## src/rtl/vga_pkg.sv

```systemverilog
`default_nettype none
// +----------------------------------------------------------------------+
// | vga_pkg: screen geometry, colour constants and pixel-sink FSM states |
// | Rev 1.0                                                              |
// +----------------------------------------------------------------------+
package vga_pkg;

    localparam int XSCREEN = 640;
    localparam int YSCREEN = 480;
    localparam int COLOR_W = 9;
    localparam int ADDR_W  = 19;

    localparam logic [COLOR_W-1:0] COLOR_BLACK = 9'b000_000_000;
    localparam logic [COLOR_W-1:0] COLOR_RED   = 9'b111_000_000;

    typedef enum logic [1:0] {
        ST_IDLE  = 2'd0,
        ST_DRAIN = 2'd1,
        ST_FILL  = 2'd2,
        ST_DONE  = 2'd3
    } sink_state_e;

endpackage
`default_nettype wire

```

## src/rtl/sync_fifo.sv

```systemverilog
`default_nettype none
// +----------------------------------------------------------------------+
// | sync_fifo: first-word-fall-through FIFO, push accepted when full if  |
// | a pop happens in the same cycle.  Rev 1.0                            |
// +----------------------------------------------------------------------+
module sync_fifo #(
    parameter int WIDTH = 8,
    parameter int DEPTH = 16
) (
    input  logic                   Clock,
    input  logic                   Resetn,
    input  logic                   push_i,
    input  logic [WIDTH-1:0]       data_i,
    input  logic                   pop_i,
    output logic [WIDTH-1:0]       data_o,
    output logic                   full_o,
    output logic                   empty_o,
    output logic [$clog2(DEPTH):0] level_o
);

    localparam int AW = $clog2(DEPTH);

    logic [WIDTH-1:0] mem_q [DEPTH];
    logic [AW-1:0]    wr_ptr_q;
    logic [AW-1:0]    rd_ptr_q;
    logic [AW:0]      count_q;
    logic             do_push;
    logic             do_pop;

    assign empty_o = (count_q == '0);
    assign full_o  = (count_q == (AW+1)'(DEPTH));
    assign do_pop  = pop_i && !empty_o;
    assign do_push = push_i && (!full_o || do_pop);
    assign data_o  = mem_q[rd_ptr_q];
    assign level_o = count_q;

    always_ff @(posedge Clock) begin
        if (do_push) begin
            mem_q[wr_ptr_q] <= data_i;
        end
    end

    always_ff @(posedge Clock) begin
        if (!Resetn) begin
            wr_ptr_q <= '0;
            rd_ptr_q <= '0;
            count_q  <= '0;
        end else begin
            if (do_push) begin
                wr_ptr_q <= wr_ptr_q + 1'b1;
            end
            if (do_pop) begin
                rd_ptr_q <= rd_ptr_q + 1'b1;
            end
            case ({do_push, do_pop})
                2'b10:   count_q <= count_q + 1'b1;
                2'b01:   count_q <= count_q - 1'b1;
                default: count_q <= count_q;
            endcase
        end
    end

endmodule
`default_nettype wire

```

## src/rtl/pixel_write_sink.sv

```systemverilog
`default_nettype none
// +----------------------------------------------------------------------+
// | pixel_write_sink: registers client pixel strobes, bounds-checks and  |
// | queues them for video memory; also fills the screen on request.      |
// | Rev 1.0                                                              |
// +----------------------------------------------------------------------+
module pixel_write_sink #(
    parameter int XSCREEN    = vga_pkg::XSCREEN,
    parameter int YSCREEN    = vga_pkg::YSCREEN,
    parameter int COLOR_W    = vga_pkg::COLOR_W,
    parameter int ADDR_W     = vga_pkg::ADDR_W,
    parameter int FIFO_DEPTH = 16
) (
    input  logic                        Clock,
    input  logic                        Resetn,
    input  logic [9:0]                  VGA_x,
    input  logic [8:0]                  VGA_y,
    input  logic [COLOR_W-1:0]          VGA_color,
    input  logic                        VGA_write,
    input  logic                        clear_req,
    input  logic [COLOR_W-1:0]          clear_color,
    output logic [ADDR_W-1:0]           mem_addr,
    output logic [COLOR_W-1:0]          mem_data,
    output logic                        mem_we,
    input  logic                        mem_ready,
    output logic                        clearing,
    output logic                        clear_done,
    output logic                        dropped,
    output logic                        overflow,
    output logic [$clog2(FIFO_DEPTH):0] fifo_level
);

    import vga_pkg::*;

    localparam int                ENTRY_W  = ADDR_W + COLOR_W;
    localparam logic [9:0]        X_LIM    = 10'(XSCREEN);
    localparam logic [8:0]        Y_LIM    = 9'(YSCREEN);
    localparam logic [ADDR_W-1:0] CLR_LAST = ADDR_W'(XSCREEN * YSCREEN - 1);

    logic               in_vld_q;
    logic [9:0]         in_x_q;
    logic [8:0]         in_y_q;
    logic [COLOR_W-1:0] in_color_q;

    logic               dropped_q;
    logic               overflow_q;
    logic               clr_req_q;
    logic [COLOR_W-1:0] clr_color_q, clr_color_d;
    logic [ADDR_W-1:0]  cnt_q, cnt_d;
    sink_state_e        state_q, state_d;

    logic               in_range;
    logic               push_req;
    logic               pop;
    logic               clr_rise;
    logic [ADDR_W-1:0]  pix_addr;
    logic [ENTRY_W-1:0] head;
    logic               fifo_full;
    logic               fifo_empty;

    always_ff @(posedge Clock) begin
        if (!Resetn) begin
            in_vld_q   <= 1'b0;
            in_x_q     <= '0;
            in_y_q     <= '0;
            in_color_q <= '0;
        end else begin
            in_vld_q   <= VGA_write;
            in_x_q     <= VGA_x;
            in_y_q     <= VGA_y;
            in_color_q <= VGA_color;
        end
    end

    // y*640 + x as two shifts; the widened operands keep every carry.
    assign in_range = (in_x_q < X_LIM) && (in_y_q < Y_LIM);
    assign push_req = in_vld_q && in_range;
    assign pix_addr = (ADDR_W'(in_y_q) << 9) + (ADDR_W'(in_y_q) << 7) + ADDR_W'(in_x_q);
    assign clr_rise = clear_req && !clr_req_q;

    sync_fifo #(
        .WIDTH (ENTRY_W),
        .DEPTH (FIFO_DEPTH)
    ) u_fifo (
        .Clock   (Clock),
        .Resetn  (Resetn),
        .push_i  (push_req),
        .data_i  ({pix_addr, in_color_q}),
        .pop_i   (pop),
        .data_o  (head),
        .full_o  (fifo_full),
        .empty_o (fifo_empty),
        .level_o (fifo_level)
    );

    always_ff @(posedge Clock) begin
        if (!Resetn) begin
            dropped_q  <= 1'b0;
            overflow_q <= 1'b0;
        end else begin
            if (in_vld_q && !in_range) begin
                dropped_q <= 1'b1;
            end
            if (push_req && fifo_full && !pop) begin
                overflow_q <= 1'b1;
            end
        end
    end

    assign dropped  = dropped_q;
    assign overflow = overflow_q;

    always_ff @(posedge Clock) begin
        if (!Resetn) begin
            state_q     <= ST_IDLE;
            cnt_q       <= '0;
            clr_color_q <= COLOR_W'(COLOR_BLACK);
            clr_req_q   <= 1'b0;
        end else begin
            state_q     <= state_d;
            cnt_q       <= cnt_d;
            clr_color_q <= clr_color_d;
            clr_req_q   <= clear_req;
        end
    end

    always_comb begin
        state_d     = state_q;
        cnt_d       = cnt_q;
        clr_color_d = clr_color_q;
        pop         = 1'b0;
        mem_we      = 1'b0;
        mem_addr    = '0;
        mem_data    = '0;
        clearing    = 1'b0;
        clear_done  = 1'b0;

        case (state_q)
            ST_IDLE, ST_DRAIN: begin
                mem_we = !fifo_empty;
                pop    = !fifo_empty && mem_ready;
                if (!fifo_empty) begin
                    mem_addr = head[ENTRY_W-1:COLOR_W];
                    mem_data = head[COLOR_W-1:0];
                end
                if (state_q == ST_IDLE) begin
                    if (clr_rise) begin
                        state_d     = ST_DRAIN;
                        clr_color_d = clear_color;
                    end
                end else if (fifo_empty && !push_req) begin
                    state_d = ST_FILL;
                    cnt_d   = '0;
                end
            end
            // Client pixels keep queueing here but the port belongs to the fill.
            ST_FILL: begin
                clearing = 1'b1;
                mem_we   = 1'b1;
                mem_addr = cnt_q;
                mem_data = clr_color_q;
                if (mem_ready) begin
                    if (cnt_q == CLR_LAST) begin
                        state_d = ST_DONE;
                    end else begin
                        cnt_d = cnt_q + 1'b1;
                    end
                end
            end
            ST_DONE: begin
                clear_done = 1'b1;
                state_d    = ST_IDLE;
            end
            default: begin
                state_d = ST_IDLE;
            end
        endcase
    end

endmodule
`default_nettype wire

```

## config.mk

```make
export PLATFORM = sky130hd
export DESIGN_NAME = pixel_write_sink
export DESIGN_NICKNAME = d
export VERILOG_FILES = /design/src/rtl/vga_pkg.sv /design/src/rtl/sync_fifo.sv /design/src/rtl/pixel_write_sink.sv
export SDC_FILE = /design/constraint.sdc
export NUM_CORES = 1
export LEC_CHECK = 0
export BUFFER_PORTS_ARGS = -buffer_cell sky130_fd_sc_hd__buf_2
export CAP_MARGIN = 20
export CORE_UTILIZATION = 55
export DETAILED_ROUTE_END_ITERATION = 7
export PLACE_DENSITY_LB_ADDON = 0.25
export SETUP_SLACK_MARGIN = 0.3
export SLEW_MARGIN = 20
export SYNTH_ARGS = -nofsm -noshare
export SYNTH_HDL_FRONTEND = slang
export SYNTH_SLANG_ARGS = --single-unit
```

## constraint.sdc

```tcl
create_clock -name Clock -period 4.5 [get_ports Clock]
set_input_delay 0.9 -clock Clock [delete_from_list [all_inputs] [get_ports Clock]]
set_output_delay 0.9 -clock Clock [all_outputs]
set_load 0.005 [all_outputs]
```

== Word-level counts from Yosys, hierarchy flattened ==
Memory sizes are Yosys's and may differ from the RTL's. A register that Yosys moved wholly into a read port is not among the register bits.
Cells that the tools add are included.
Cells by class
  add/subtract/negate cells: 7
  $lt $le $gt $ge: 2
  eq/ne operators: 14
  muxes and demuxes: 24
  reduce and logical (&&, ||, !) cells: 25
Operator list (number)
  19-bit two-way mux: 5
  19-bit one-hot mux with 2 select lines: 2
  18-bit by 16-bit adder with 19-bit output: 1
  19-bit by 1-bit adder with 19-bit output (second input constant): 1
  19-bit by 10-bit adder with 19-bit output: 1
  19-bit == test (second input constant): 1
  9-bit one-hot mux with 2 select lines: 1
  1-bit logical AND: 10
  10-bit < comparator (second input constant): 1
  2-bit two-way mux: 5
  2-bit != test (second input constant): 5
  5-bit one-hot mux with 2 select lines: 1
  9-bit < comparator (second input constant): 1
  9-bit two-way mux: 1
  4-bit by 1-bit adder with 4-bit output (second input constant): 2
  4-bit two-way mux: 2
  2-bit == test (second input constant): 3
  1-bit zero test: 6
  3-bit != test (second input constant): 2
  2-bit one-hot mux with 3 select lines: 1
  5-bit by 1-bit adder with 5-bit output (second input constant): 1
  5-bit == test (second input constant): 1
  5-bit zero test: 1
  1-bit two-way mux: 5
  10 further kinds: 12
Storage, ports and cells
  register bits: 75
  bits in writable memories: 448
  bits of input ports: 42
  output and inout bits: 38
  word-level logic and storage cells: 86
  memories kept: 1
Memory list
  u_fifo.mem_q: words 16, bits a word 28, rd ports 1, clocked after Yosys merged registers in 1, wr ports 1, line sync_fifo.sv:23  | logic [WIDTH-1:0] mem_q [DEPTH];

== Depth between registers and ports, before layout ==
Gate-level depths: netlist (run 1).
  depth after elaboration: 9
  depth in mapped cells: 10
  depth with buffers taken out: 10

== Cells and area by module ==
A second synthesis (run 1) with hierarchy kept.
Second synthesis, totals
  cell total of the unflattened synthesis: 1227
  area total of the unflattened synthesis: 21341.7 um^2
Modules (own cells, without submodules)
  sync_fifo: times used 1, cells an instance 814, area an instance 17774.5 um^2, seq. area each 13793.2 um^2
  pixel_write_sink: times used 1, cells an instance 413, area an instance 3567.2 um^2, seq. area each 1241.2 um^2

== Worst setup path before layout (run 1) ==
OpenSTA, ideal clock, no wires.
  kind: input to register
  start: input port mem_ready
  end: memory u_fifo.mem_q[3][0] (netlist bit), enable pin
  data arrival time: 4100 ps
  required time: 4016 ps
  path slack: -84 ps
  stages: 4
  path buffers: 0
  cells stage by stage: o21ai_1 -> nand3_1 -> nand2_1 -> nor4_1
On the way
  cells in the longest elaborated chain, start to end: 7
Ends and longest elaborated chain
  start: declaration: line pixel_write_sink.sv:25  | input logic mem_ready,
  1-bit logical AND: line pixel_write_sink.sv:141  | pop = !fifo_empty && mem_ready;
  1-bit two-way mux: line pixel_write_sink.sv:138  | case (state_q)
  1-bit logical AND: line sync_fifo.sv:32  | assign do_pop = pop_i && !empty_o;
  1-bit logical OR: line sync_fifo.sv:33  | assign do_push = push_i && (!full_o || do_pop);
  1-bit logical AND: line sync_fifo.sv:33
  1-bit two-way mux: line sync_fifo.sv:38  | if (do_push) begin
  1-bit two-way mux (not written as such): line sync_fifo.sv:39  | mem_q[wr_ptr_q] <= data_i;
  end: declaration: line sync_fifo.sv:23
Every way passes these cells.

==> results of run 1 <==
## Yosys cell counts, drive strengths merged (2+ instances only)
master	instances	area, um2
a21oi	28	140
a311oi	2	35.0
a41oi	2	17.5
and2	38	238
and3	2	12.5
buf	18	96.3
clkbuf	40	150
dfxtp	79	1580
edfxtp	448	13500
fa	2	40.0
ha	30	375
inv	53	199
mux2i	17	170
mux4	140	3150
nand2	54	203
nand2b	4	25.0
nand3	15	75.1
nand4	14	87.6
nor2	42	158
nor2b	4	25.0
nor3	8	40.0
nor3b	4	30.0
nor4	7	43.8
o211a	2	20.0
o211ai	3	27.5
o21ai	41	209
o31ai	16	120
o41ai	2	17.5
or3	2	12.5
or4	17	131
xnor2	8	70.1
xor2	7	61.3
## worst paths after layout
kind	start	end	slack [ps]	depth (start not counted)
max reg2reg	in_x_q[9]	u_fifo.mem_q[4][25]	1040	9
min	overflow	overflow	500	2
min reg2reg	overflow	overflow	500	2
max	flip-flop	mem_addr[10]	480	6
## flip-flops by register name, indices dropped and copies added (netlist names), 2 cells and up, named ones only
register / cells
u_fifo.wr_ptr_q: 4
in_x_q: 10
u_fifo.level_o: 5
cnt_q: 19
state_q: 2
u_fifo.rd_ptr_q: 4
in_y_q: 9
clr_color_q: 9
u_fifo.mem_q: 448
in_color_q: 9
## metal layers
metal	global-route usage, %	part of all wire (%)	up-vias
li1	-	-	4868
met1	35.0	41	5896
met2	42.8	51	434
met3	3.54	6.3	69
met4	6.86	1.9	0
met5	0	0	-
## final cells by class
| class | count | share of cell area (%) |
|---|---|---|
| Multi-Input combinational cell | 526 | 23.8 |
| Clock buffer | 78 | 6.38 |
| Timing Repair Buffer | 116 | 3.45 |
| Sequential cell | 527 | 62.3 |
| Tap cell | 511 | 2.65 |
| Clock inverter | 20 | 0.575 |
| Inverter | 53 | 0.824 |
## critical path, cell delays in order, from the launching register on
cell and delay, ps:
dfxtp_4 670, buf_4 330, mux4_2 530, mux4_2 470, inv_1 130, o21ai_0 170
buf_2 210
## cells by family (layout without fill, tap and decap cells)
family                   Yosys count  count (layout)  synth area share [%]
flip-flops                       527             527                  71.1
AND/OR/NAND/NOR                  215             215                  5.27
multiplexers                     157             157                  15.7
adder cells (fa/ha/maj)           32              32                  1.96
AO/OA/AOI/OAI                    107             107                  3.22
XOR/XNOR                          15              15                 0.621
buffers and inverters            111             267                  2.11
## power breakdown
group          switching (mW)  internal (mW)  total (mW)
sequential              0.193           5.46        5.65
combinational            1.36           1.17        2.52
clock                    1.79           2.42        4.22
total                    3.34           9.05        12.4
## through the flow
step	hold slack, ps	worst slack (ps)	area, um2
CTS	496	417	24100
finish	497	485	24200
floorplan	460	-83.6	21100
global placement	471	1080	22400
detailed placement	480	1050	22500
global route	511	305	24200
==> results.cfg, run 1 <==
[status]
status = completed

[finish]
num_antenna_cells = 0
layout.cells.non_filler = 1831
postLayoutCoreUtil_pct = 64.0
seq_area_um2 = 15000
final_common_cell = edfxtp_1
nets = 1350
syn_to_final_growth_pct = 14.2
drive_gt1_share_pct = 27.9
n_fill_cell = 2547
multi_input_comb_area_um2 = 5760
layout_common_cells = edfxtp_1 (448), mux4_2 (140), buf_2 (80), dfxtp_1 (75), nand2_1 (54)

[timing]
setup_tns_ps = 0
tightest_slew_ps = 1040
rsz0062_at_grt = no
fin_crit_ps = 4020
finalClockSkew_ps = 16.8
max_freq_mhz = 249
maxSlewViolCount = 0
hold_violations = 0
relSlewSlack_pct = 30.5
finalCritPeriodShare_pct = 89.2
setup_viol = 0

[logic_synthesis]
synth_nets = 1238
ys_seq_area_share_pct = 71.1
synth-edff-count = 448
ys_ff_latch = 527
synthCells = 1164
syn-cell-area_um2 = 21100
async_flop_share_pct = 0
syn_avg_cell_area_um2 = 18.2
synthFlopType = edfxtp_1
yosys_warnings = 0
yosys.cell_types.count = 54

[clock_tree]
clockBufferDepth = 3
clk_latency_ps = 590
clock_sink_count = 527
path_clk_slew_ps = 60
cts_tree = built
ctsHoldBuffers = 0
cts_resized = 0
cts-root-buf = clkbuf_16
cts_buffers = 52
cts_setup_buffers = 0
htree_num_levels = 2

[place]
placement.io_buffers = 79
dp.cells = 1732
gp_congestion = 0.866
dp_hpwl_um = 27500

[drt]
routedWlPerCell_um = 26.1
vias_per_cell = 6.15
vias = 11300
drt-total-wl_um = 47700
drc = 0
first_iter_violations = 1015
postRouteAntennaNets = 0
drtPass1Iterations = 5

[grt]
grt_pass1_vias = 11300
grt_usage_pct = 25.4
antenna_found_initial = 0
grt_overflow = 0
grt_max_degree = 48
grt_pass1_wl_um = 71000

[power]
vdd_ir_drop_max_mv = 0.347
total_power_mw = 12.4
power.density_nw_per_um2 = 513
p_leak_nw = 8.04

[floorplanning]
rows = 71
fp.dieH_um = 198
ios = 80
die_x_um = 198
start_util_pct = 56.0
core_um2 = 37800
die_area_um2 = 39200

[run]
cap_viol_max_count = 0

[setup_path]
crit_required_ps = 3600
setup.worst_path.start_class = flip-flop
crit_type = flip-flop to output pin
critPathArrivalTime_ps = 3120
end_kind = output pin
worstPathMaxFanout = 22

[worst_hold_path]
hold_path.class = flip-flop to flip-flop
No activity file was read; power rests on OpenSTA's default activity.
==> run 2: changes to the inputs <==
CORE_UTILIZATION = 40   (was 55)
==> run 2 against run 1 <==
Sequential share of layout area down 1.2 points. Core utilization shrank 16 points. Power grew 5.8%. Via count decreased by 1.6%. Register-to-register slack better by 30 ps. Clock skew about the same. Flip-flop and latch count did not move. Clock power rose by 15%. Design area is 2.0% higher. Largest power group unchanged. Highest routed layer unchanged.
==> results.cfg, run 2 (synthesized netlist as in run 1, its figures left out) <==
[clock_tree]
cts_setup_buffers = 0
clockBufferDepth = 3
clk_latency_ps = 600
htree_num_levels = 2
path_clk_slew_ps = 60
cts_tree = built
cts-root-buf = clkbuf_16
ctsHoldBuffers = 0
cts_buffers = 54
clock_sink_count = 527
cts_resized = 0

[setup_path]
critPathArrivalTime_ps = 3060
cp.depth = 6
critPathMaxStageDelay_ps = 620
reg2reg_depth = 6
crit_chain = buf_12 > mux4_2 > mux4_2 > inv_1 > o21ai_0 > buf_2
crit_path_end = mem_addr[7]
worstPathMaxFanout = 29
r2r-start = in_x_q[8]
reg2reg_to = u_fifo.mem_q[9][17]
crit_type = flip-flop to output pin
cp_top_family = multiplexers
crit_buf_inv = 3
critPathMostFrequentCell = mux4_2
crit_required_ps = 3600
end_kind = output pin
ff2ff_setup_slack_ps = 1070
crit_slowest_cell = dfxtp_4
setup.worst_path.start_class = flip-flop

[finish]
top_register = u_fifo.mem_q
layout_common_cells = edfxtp_1 (448), mux4_2 (140), buf_2 (79), dfxtp_1 (75), clkbuf_16 (57)
final_common_cell = edfxtp_1
postLayoutCoreUtil_pct = 47.5
syn_to_final_growth_pct = 16.5
multi_input_comb_area_um2 = 5770
nets = 1354
n_fill_cell = 4305
largest_reg_flops = 448
seq_area_um2 = 15000
num_antenna_cells = 0
top_regs = u_fifo.mem_q (448), cnt_q (19), in_x_q (10)
drive_gt1_share_pct = 28.4

[timing]
rsz0062_at_grt = no
setup_slack_ps = 535
setup_tns_ps = 0
fin_crit_ps = 3960
finalCritPeriodShare_pct = 88.1
hold_violations = 0
max_freq_mhz = 252
maxSlewViolCount = 0
whs_ps = 467
relSlewSlack_pct = 19.2
setup_viol = 0
finalClockSkew_ps = 16.7
tightest_slew_ps = 1200

[drt]
vias = 11100
routedWlPerCell_um = 24.9
vias_per_cell = 5.53
postRouteAntennaNets = 0
drtPass1Iterations = 5
drc = 0
drt-total-wl_um = 49900
first_iter_violations = 922

[run]
cap_viol_max_count = 0

[floorplanning]
die_area_um2 = 53800
ios = 80
fp.dieH_um = 232
start_util_pct = 40.8
die_x_um = 232
core_um2 = 51800
rows = 83

[status]
status = completed

[power]
power.density_nw_per_um2 = 532
total_power_mw = 13.1
vdd_ir_drop_max_mv = 0.275
p_leak_nw = 8.18

[grt]
grt_max_degree = 38
antenna_found_initial = 0
grt_pass1_wl_um = 73900
grt_usage_pct = 19.0
grt_pass1_vias = 11300
grt_overflow = 0

[place]
placement.io_buffers = 79
gp_congestion = 0.797
place_ws_ps = 1060
dp_hpwl_um = 29000

[worst_hold_path]
hold_path.class = flip-flop to flip-flop
-- run 2: per-layer routing --
layer | vias up | GRT usage (%) | wire length, um | share of wire (%)
li1 | 4886 | - | - | -
met1 | 5863 | 26.2 | 22000 | 44
met2 | 283 | 31.0 | 24300 | 49
met3 | 59 | 3.40 | 2490 | 5.0
met4 | 0 | 5.30 | 1120 | 2.2
met5 | - | 0 | 0 | 0
-- run 2: layout make-up --
| type | instances | share of cell area (%) |
|---|---|---|
| clock inverters | 29 | 1.64 |
| repair buffers | 118 | 3.35 |
| multi-input cells | 526 | 23.4 |
| well taps | 680 | 3.45 |
| flip-flops and latches | 527 | 61.1 |
| clock buffers | 73 | 6.28 |
| inverters | 53 | 0.807 |
-- run 2: metrics by stage --
step / instance area, um2 / std cells
after CTS: 24600 / 2006
after global routing: 24600 / 2006
after floorplan: 21100 / 1164
after global placement: 22700 / 1904
final: 24600 / 2006
after detailed placement: 22700 / 1904
-- run 2: worst min-delay path by stage --
stage          startpoint   endpoint  slack, ps  cells after the start
6_report          dropped    dropped        470                      2
5_1_grt          VGA_y[5]  in_y_q[5]        480                      2
4_1_cts           dropped    dropped        470                      2
3_5_place_dp      dropped    dropped        460                      2
3_3_place_gp      dropped    dropped        450                      2
2_1_floorplan     dropped    dropped        460                      2
-- run 2: worst register-to-register path: cells and delay by family, from the launching register on --
family / cells / cell delay (ps)
compound gates: 1 / 940
flops: 1 / 320
buf+inv: 1 / 270
simple gates: 4 / 1580
-- run 2: power breakdown --
part,total [mW],switching (mW),internal (mW),leakage (nW)
Clock,4.84,1.86,2.98,0.952
Sequential,5.65,0.189,5.46,4.73
Combinational,2.62,1.42,1.20,2.50
